[config.mk]
export PLATFORM = sky130hd
export DESIGN_NAME = debounce_bank
export DESIGN_NICKNAME = d
export VERILOG_FILES = /design/src/rtl/debounce_pkg.sv /design/src/rtl/debounce_channel.sv /design/src/rtl/debounce_bank.sv
export SDC_FILE = /design/constraint.sdc
export NUM_CORES = 1
export LEC_CHECK = 0
export ABC_AREA = 1
export CORE_ASPECT_RATIO = 1.25
export CORE_MARGIN = 4
export CORE_UTILIZATION = 51
export DETAILED_ROUTE_END_ITERATION = 16
export GPL_TIMING_DRIVEN = 0
export PLACE_DENSITY = 0.71
export SYNTH_ARGS = -nofsm -noshare
export SYNTH_HDL_FRONTEND = slang
export SYNTH_SLANG_ARGS = --single-unit
[constraint.sdc]
create_clock -name clk -period 1.34 [get_ports clk]
set_input_delay 0.201 -clock clk [delete_from_list [all_inputs] [get_ports clk]]
set_output_delay 0.201 -clock clk [all_outputs]
set_load 0.02 [all_outputs]
[src/rtl/debounce_pkg.sv]
// debounce_pkg: width helpers and default constants shared by the debounce bank.
package debounce_pkg;
    localparam int DEFAULT_TICK_CYCLES    = 500000;
    localparam int DEFAULT_STABLE_SAMPLES = 4;

    function automatic int tcnt_width(input int tick_cycles);
        return (tick_cycles > 1) ? $clog2(tick_cycles) : 1;
    endfunction

    function automatic int scnt_width(input int stable_samples);
        return (stable_samples > 0) ? $clog2(stable_samples + 1) : 1;
    endfunction
endpackage

[src/rtl/debounce_channel.sv]
// debounce_channel: one debounced input with rise/fall pulses.
// Optional 2-flop input synchroniser enabled by DEBOUNCE_SYNC_EN.
module debounce_channel
    import debounce_pkg::*;
#(
    parameter int   STABLE_SAMPLES = DEFAULT_STABLE_SAMPLES,
    parameter logic INIT           = 1'b0
) (
    input  logic clk,
    input  logic reset,
    input  logic tick,
    input  logic raw,
    output logic level,
    output logic rise,
    output logic fall
);
    localparam int SW = scnt_width(STABLE_SAMPLES);

    logic          sample;
    logic          flip;
    logic [SW-1:0] scnt;

`ifdef DEBOUNCE_SYNC_EN
    logic [1:0] sync;
    always_ff @(posedge clk) begin
        if (!reset) sync <= {2{INIT}};
        else        sync <= {sync[0], raw};
    end
    assign sample = sync[1];
`else
    assign sample = raw;
`endif

    assign flip = tick && (sample != level) && (scnt == SW'(STABLE_SAMPLES - 1));

    // Any sample matching the current level restarts qualification.
    always_ff @(posedge clk) begin
        if (!reset) begin
            level <= INIT;
            scnt  <= '0;
            rise  <= 1'b0;
            fall  <= 1'b0;
        end else begin
            rise <= flip && !level;
            fall <= flip && level;
            if (tick) begin
                level <= level ^ flip;
                scnt  <= (sample == level || flip) ? '0 : scnt + 1'b1;
            end
        end
    end
endmodule

[src/rtl/debounce_bank.sv]
// debounce_bank: N-channel debouncer sharing one sample-tick generator.
// Define DEBOUNCE_SYNC_EN to synchronise asynchronous raw inputs.
module debounce_bank
    import debounce_pkg::*;
#(
    parameter int                  CHANNELS       = 4,
    parameter int                  TICK_CYCLES    = DEFAULT_TICK_CYCLES,
    parameter int                  STABLE_SAMPLES = DEFAULT_STABLE_SAMPLES,
    parameter logic [CHANNELS-1:0] INIT_LEVEL     = {CHANNELS{1'b0}}
) (
    input  logic                clk,
    input  logic                reset,
    input  logic [CHANNELS-1:0] raw_in,
    output logic [CHANNELS-1:0] level,
    output logic [CHANNELS-1:0] rise,
    output logic [CHANNELS-1:0] fall,
    output logic                tick
);
    localparam int TW = tcnt_width(TICK_CYCLES);

    logic [TW-1:0] tcnt;

    // tick is registered: it rises on the edge where tcnt enters TICK_CYCLES-1.
    always_ff @(posedge clk) begin
        if (!reset) begin
            tcnt <= '0;
            tick <= 1'b0;
        end else begin
            tcnt <= (tcnt == TW'(TICK_CYCLES - 1)) ? '0 : tcnt + 1'b1;
            tick <= (tcnt == TW'(TICK_CYCLES - 2));
        end
    end

    for (genvar g = 0; g < CHANNELS; g++) begin : g_ch
        debounce_channel #(
            .STABLE_SAMPLES(STABLE_SAMPLES),
            .INIT          (INIT_LEVEL[g])
        ) u_ch (
            .clk  (clk),
            .reset(reset),
            .tick (tick),
            .raw  (raw_in[g]),
            .level(level[g]),
            .rise (rise[g]),
            .fall (fall[g])
        );
    end
endmodule
Word level (Yosys, flattened, before mapping)
Cells that the tools add are included.
- reductions and logical operators: 25
- $add $sub $neg: 5
- mux-type cells: 4
- eq/ne operators: 14
- bitwise gates (word level): 5
- operators with widths (kind ; count):
    $eq 19x19->1 const B ; 2
    $add 19x1->19 const B ; 1
    $logic_and 1x1->1 ; 16
    $add 3x1->3 const B ; 4
    $eq 3x2->1 const B ; 4
    $mux 3 ; 4
    $eq 1x1->1 ; 4
    $logic_not 1->1 ; 4
    $logic_or 1x1->1 ; 4
    $ne 1x1->1 ; 4
    $xor 1x1->1 ; 4
    $reduce_or 2->1 ; 1
    $not 1->1 ; 1
- output and inout port bits: 13
- bits in registers: 44
- word-level logic and storage cells: 71
- bits of input ports: 6

Logic depth before layout (Yosys ltp)
Gate-level depths: netlist of run 1.
- depth in word-level cells: 5
- mapped depth: 8
- depth with buffers taken out: 8

Hierarchy
A second synthesis of run 1 with hierarchy kept.
- cell total of the unflattened synthesis: 300
- area, all modules: 2258.4 µm²
- modules (own cells, without submodules) (module ; sequential area each (µm²) ; cells each ; area an instance (µm²) ; instances):
    debounce_channel ; 120.1 ; 37 ; 295.3 ; 4
    debounce_bank ; 400.4 ; 152 ; 1077.3 ; 1

Worst setup path before layout of run 1
Ideal clock, no wire load.
- path kind: reg2reg
- start: register tick
- end: register g_ch[2].u_ch.level
- path buffers: 1
- path slack: -0.132 ns
- setup time: 0.070 ns
- data required time: 1.270 ns
- period minus slack after synthesis: 1.472 ns
- arrival time: 1.402 ns
- cell stages (with the launch flop): 8
- cell sequence: dfxtp_1 -> inv_1 -> buf_2 -> a21oi_1 -> o21ai_1 -> nor2_1 -> ha_1 -> a21oi_1
- word-level cells in the longest chain between the ends: 3
- RTL lines (element ; line ; text):
    from (decl) ; debounce_bank.sv:17 ; output logic tick
    from (signal assigned) ; debounce_bank.sv:30 ; tick <= (tcnt == TW'(TICK_CYCLES - 2));
    $logic_and 1x1->1 (2 in a row) ; debounce_channel.sv:34 ; assign flip = tick && (sample != level) && (scnt == SW'(STABLE_SAMPLES - 1));
    $xor 1x1->1 ; debounce_channel.sv:47 ; level <= level ^ flip;
    to (signal assigned) ; debounce_channel.sv:47 ;
    to (decl) ; debounce_channel.sv:13 ; output logic level,
Several ways; a longest one is shown, not always the timed one.
A chain may end at the register's enable or synchronous reset.

Final worst setup path of run 1
- start: register tick
- end: register g_ch[3].u_ch.level
- word-level cells in the longest chain between the ends: 3
- RTL lines (element ; line):
    $logic_and 1x1->1 (2 in a row) ; debounce_channel.sv:34
    $xor 1x1->1 ; debounce_channel.sv:47
    to (signal assigned) ; debounce_channel.sv:47
    to (decl) ; debounce_channel.sv:13
Several ways; a longest one is shown, not always the timed one.

==> results of run 1 <==
[registers in the layout, indices dropped and copies added (netlist names)]
| name | cells |
|---|---|
| tcnt | 19 |
| g_ch.u_ch.level | 4 |
| g_ch.u_ch.fall | 4 |
| g_ch.u_ch.rise | 4 |
| g_ch.u_ch.scnt | 12 |
| tick | 1 |
[kinds of logic after synthesis]
group	count (synthesis)	share of synthesized area [%]
AO/OA/AOI/OAI	41	9.843
XOR/XNOR	10	3.937
adder cells (fa/ha/maj)	18	10.12
buffers and inverters	52	11.64
flip-flops	44	39.59
AND/OR/NAND/NOR	120	24.86
[worst paths after layout]
kind | to | slack [ns] | cells after the start
min reg2reg | g_ch[0].u_ch.scnt[2]$_SDFFE_PN0P_ | 0.47 | 2
max | g_ch[3].u_ch.level$_SDFFE_PN0P_ | 0.01 | 7
min | g_ch[0].u_ch.scnt[2]$_SDFFE_PN0P_ | 0.47 | 2
max reg2reg | g_ch[3].u_ch.level$_SDFFE_PN0P_ | 0.01 | 7
[worst max-delay path, delay by kind of cell, from the launching register on]
family	cells	cell delay, ns
adders and majority gates	1	0.24
DFF	1	0.36
and+or+nand+nor	1	0.13
AOI/OAI and AO/OA	3	0.36
buffers and inverters	2	0.17
[synthesized netlist by cell type (2+ instances only)]
master / count
buf_2: 2
inv_1: 33
clkbuf_1: 2
xnor2_1: 5
xor2_1: 5
nand3_1: 6
nand3_2: 2
nor2_1: 33
nand2_1: 52
o21a_1: 4
dfxtp_1: 44
nor2_2: 14
a21oi_1: 25
nor2_4: 2
buf_4: 12
ha_1: 18
o21ai_0: 9
nand2_2: 5
o21ai_1: 2
inv_2: 2
nand4_1: 4
[report_power, final]
part	internal (mW)	switching [mW]	total, mW
logic	0.0525	0.0483	0.101
registers	1.31	0.0104	1.32
clock network	0.659	0.432	1.09
total	2.02	0.491	2.51
[cell type report]
| class | count | area share (%) |
|---|---|---|
| well taps | 56 | 2.498 |
| flip-flops and latches | 44 | 32.38 |
| clock inverters | 1 | 1.070 |
| inverters | 35 | 4.683 |
| multi-input cells | 189 | 41.39 |
| plain buffers | 17 | 4.817 |
| clock buffers | 6 | 3.345 |
| repair buffers | 28 | 9.813 |
[timing repair]
| item | in CTS | in global routing |
|---|---|---|
| gates resized for setup | 24 | 37 |
| endpoints found under the setup margin | 37 | 32 |
| buffers inserted | 8 | 1 |
| pin swaps | 4 | 7 |
| cloned | 0 | 1 |
[routing by layer]
layer  global-route usage [%]  up-vias  share of wire [%]  wire (um)
met4                    6.897        0                1.3         51
met2                    31.07       31                 56       2239
met1                    14.74      841                 39       1563
li1                         -      955                  -          -
met3                    3.283        4                4.2        170
met5                        0        -                  0          0
==> metrics.md, run 1 <==
| Metric | Value |
|---|---|
| Relative slew slack | `about two thirds` |
| Die area | `around 5500 sq um` |
| Placed instance area | `between 2000 and 2500 sq um` |
| Pre-Repair DR Iteration Count | `4` |
| Share of the synthesized area in the top cell type | `~40%` |
| Cell variety after synth | `25` |
| Largest net degree at the start of global routing | `14` |
| Crit path setup slack, layout | `approximately 0.013 ns` |
| CTS tree | `yes` |
| Clock Path Buffers | `2` |
| Final Max Tran Viols | `0` |
| Vias per inst | `~4.9` |
| Most common flop cell mapped by yosys | `dfxtp_1` |
| CTS clk-pin slew, worst paths | `about 0.080 ns` |
| Clock buffer count from CTS | `5` |
| Setup_tns | `0 ns` |
| Critical Path End Type | `register` |
| Antenna violations before repair | `0` |
| Fillers | `384` |
| Multi-input gate area | `~1200 sq um` |
| Final wirelength | `around 4.0 mm` |
| Synth async-reset ratio | `0%` |
| Hold WC Path Type | `register to register` |
| RSZ-0062 raised after global routing | `yes` |
| Number of global-route vias before repair | `1647` |
| LEAKAGE | `approximately 1.2 nW` |
| Status | `complete, no violations` |
| Final ANT Viol Nets | `0` |
| Site row count | `26` |
| Worst Max-Slew Pin Slew | `0.4758 ns` |
| Peak VDD IR | `0.5506 mV` |
| Number of synthesized flops with an enable pin | `0` |
| Worst-Skew Late Latency | `0.29 ns` |
| Placed cell count | `359` |
| Pre-CTS setup slack | `-0.2564 ns` |
| Syn Area/Cell | `around 7.8 sq um` |
| Die H | `approximately 82 um` |
| Via Count | `roughly 1800` |
| Min-delay src | `g_ch[0].u_ch.scnt[2]$_SDFFE_PN0P_` |
| CP Launch Type | `register` |
| Pwr dens | `roughly 900 nW/um^2` |
| Crit path launch | `tick$_SDFF_PN0_` |
| Antenna diodes | `0` |
| Crit-path slowest cell | `dfxtp_4` |
| Syn-to-layout area delta | `26.10%` |
| Flops & latches, synth | `44` |
| First-pass GRT wire length | `about 6.6 mm` |
| Commonest non-fill, non-tap cell in the layout | `nand2_1` |
| Fin crit period | `1.327 ns` |
| Layout Nets | `344` |
| Syn Inst Count | `approximately 290` |
| Global route overflow | `0` |
| Most frequent cells in the layout | `51 x nand2_1, 30 x inv_1, 28 x dfxtp_1, 24 x a21oi_1, 24 x nor2_1` |
| DP HPWL | `2.854 mm` |
| Critical path class | `register to register` |
| GR Util All Layers | `approximately 16%` |
| Max_cap viols | `0` |
| Root Driver | `clkbuf_8` |
| Final Hold Fails | `0` |
| Starting density of the core | `53.43%` |
| Clk sinks | `44` |
| Number of synthesis warnings | `0` |
| Crit share post-route | `slightly below 100%` |
| Endpoints failing setup | `0` |
| Tot Pwr | `2.514 mW` |
| Seq/Total Area, Yosys | `between 30 and 40%` |
| Hold buffers post-CTS | `0` |
| Final core occ | `between 60 and 70%` |
| Io pins | `19` |
| Share of cells above drive strength 1 | `30.63%` |
| Core Area | `between 4000 and 5000 sq um` |
| Port buffer count | `18` |
| Cell mode on critical path | `a21oi_1` |
| Synth area leader | `dfxtp_1` |
| F_max | `0.7536 GHz` |
| Post-route insts no fill | `around 380` |
| Mapped cell area | `around 2200 sq um` |
| Worst Skew | `between 0.01 and 0.015 ns` |
| Crit-path max cell delay | `approximately 0.36 ns` |
| Final instance area | `about 2800 sq um` |
| Area contributors post-synth | `dfxtp_1 40%, ha_1 10%, nand2_1 8.8%, a21oi_1 5.6%, inv_1 5.6%` |
| Syn Nets | `between 300 and 400` |
| Critical Path, Cell by Cell | `inv_2 > buf_6 > a21oi_1 > o21ai_1 > nor2_2 > ha_1 > a21oi_1` |
| DR WL/cell | `about 11 um` |
| RePlAce Congestion | `0.9019` |
| Die X | `roughly 67 um` |
| Reg area | `~910 sq um` |
| H-tree depth | `2` |
| CP arrival | `~1.6 ns` |
| # DRC | `0` |
| CP max FO | `5` |
| Reg2reg start | `tick$_SDFF_PN0_` |
| Initial DRC count | `47` |
| Critical Path RT | `between 1.5 and 2 ns` |
| Fin Hold WS | `0.4688 ns` |
No activity file was read; power rests on OpenSTA's default activity.
==> inputs of run 2 (changes only) <==
--- a/config.mk
+++ b/config.mk
@@ -9,6 +9,7 @@
 export CORE_ASPECT_RATIO = 1.25
 export CORE_MARGIN = 4
 export CORE_UTILIZATION = 51
+export CTS_CLUSTER_SIZE = 14
 export DETAILED_ROUTE_END_ITERATION = 16
 export GPL_TIMING_DRIVEN = 0
 export PLACE_DENSITY = 0.71
==> results of run 2 <==
The final DEF is identical to that of run 1; final timing and power are the same.
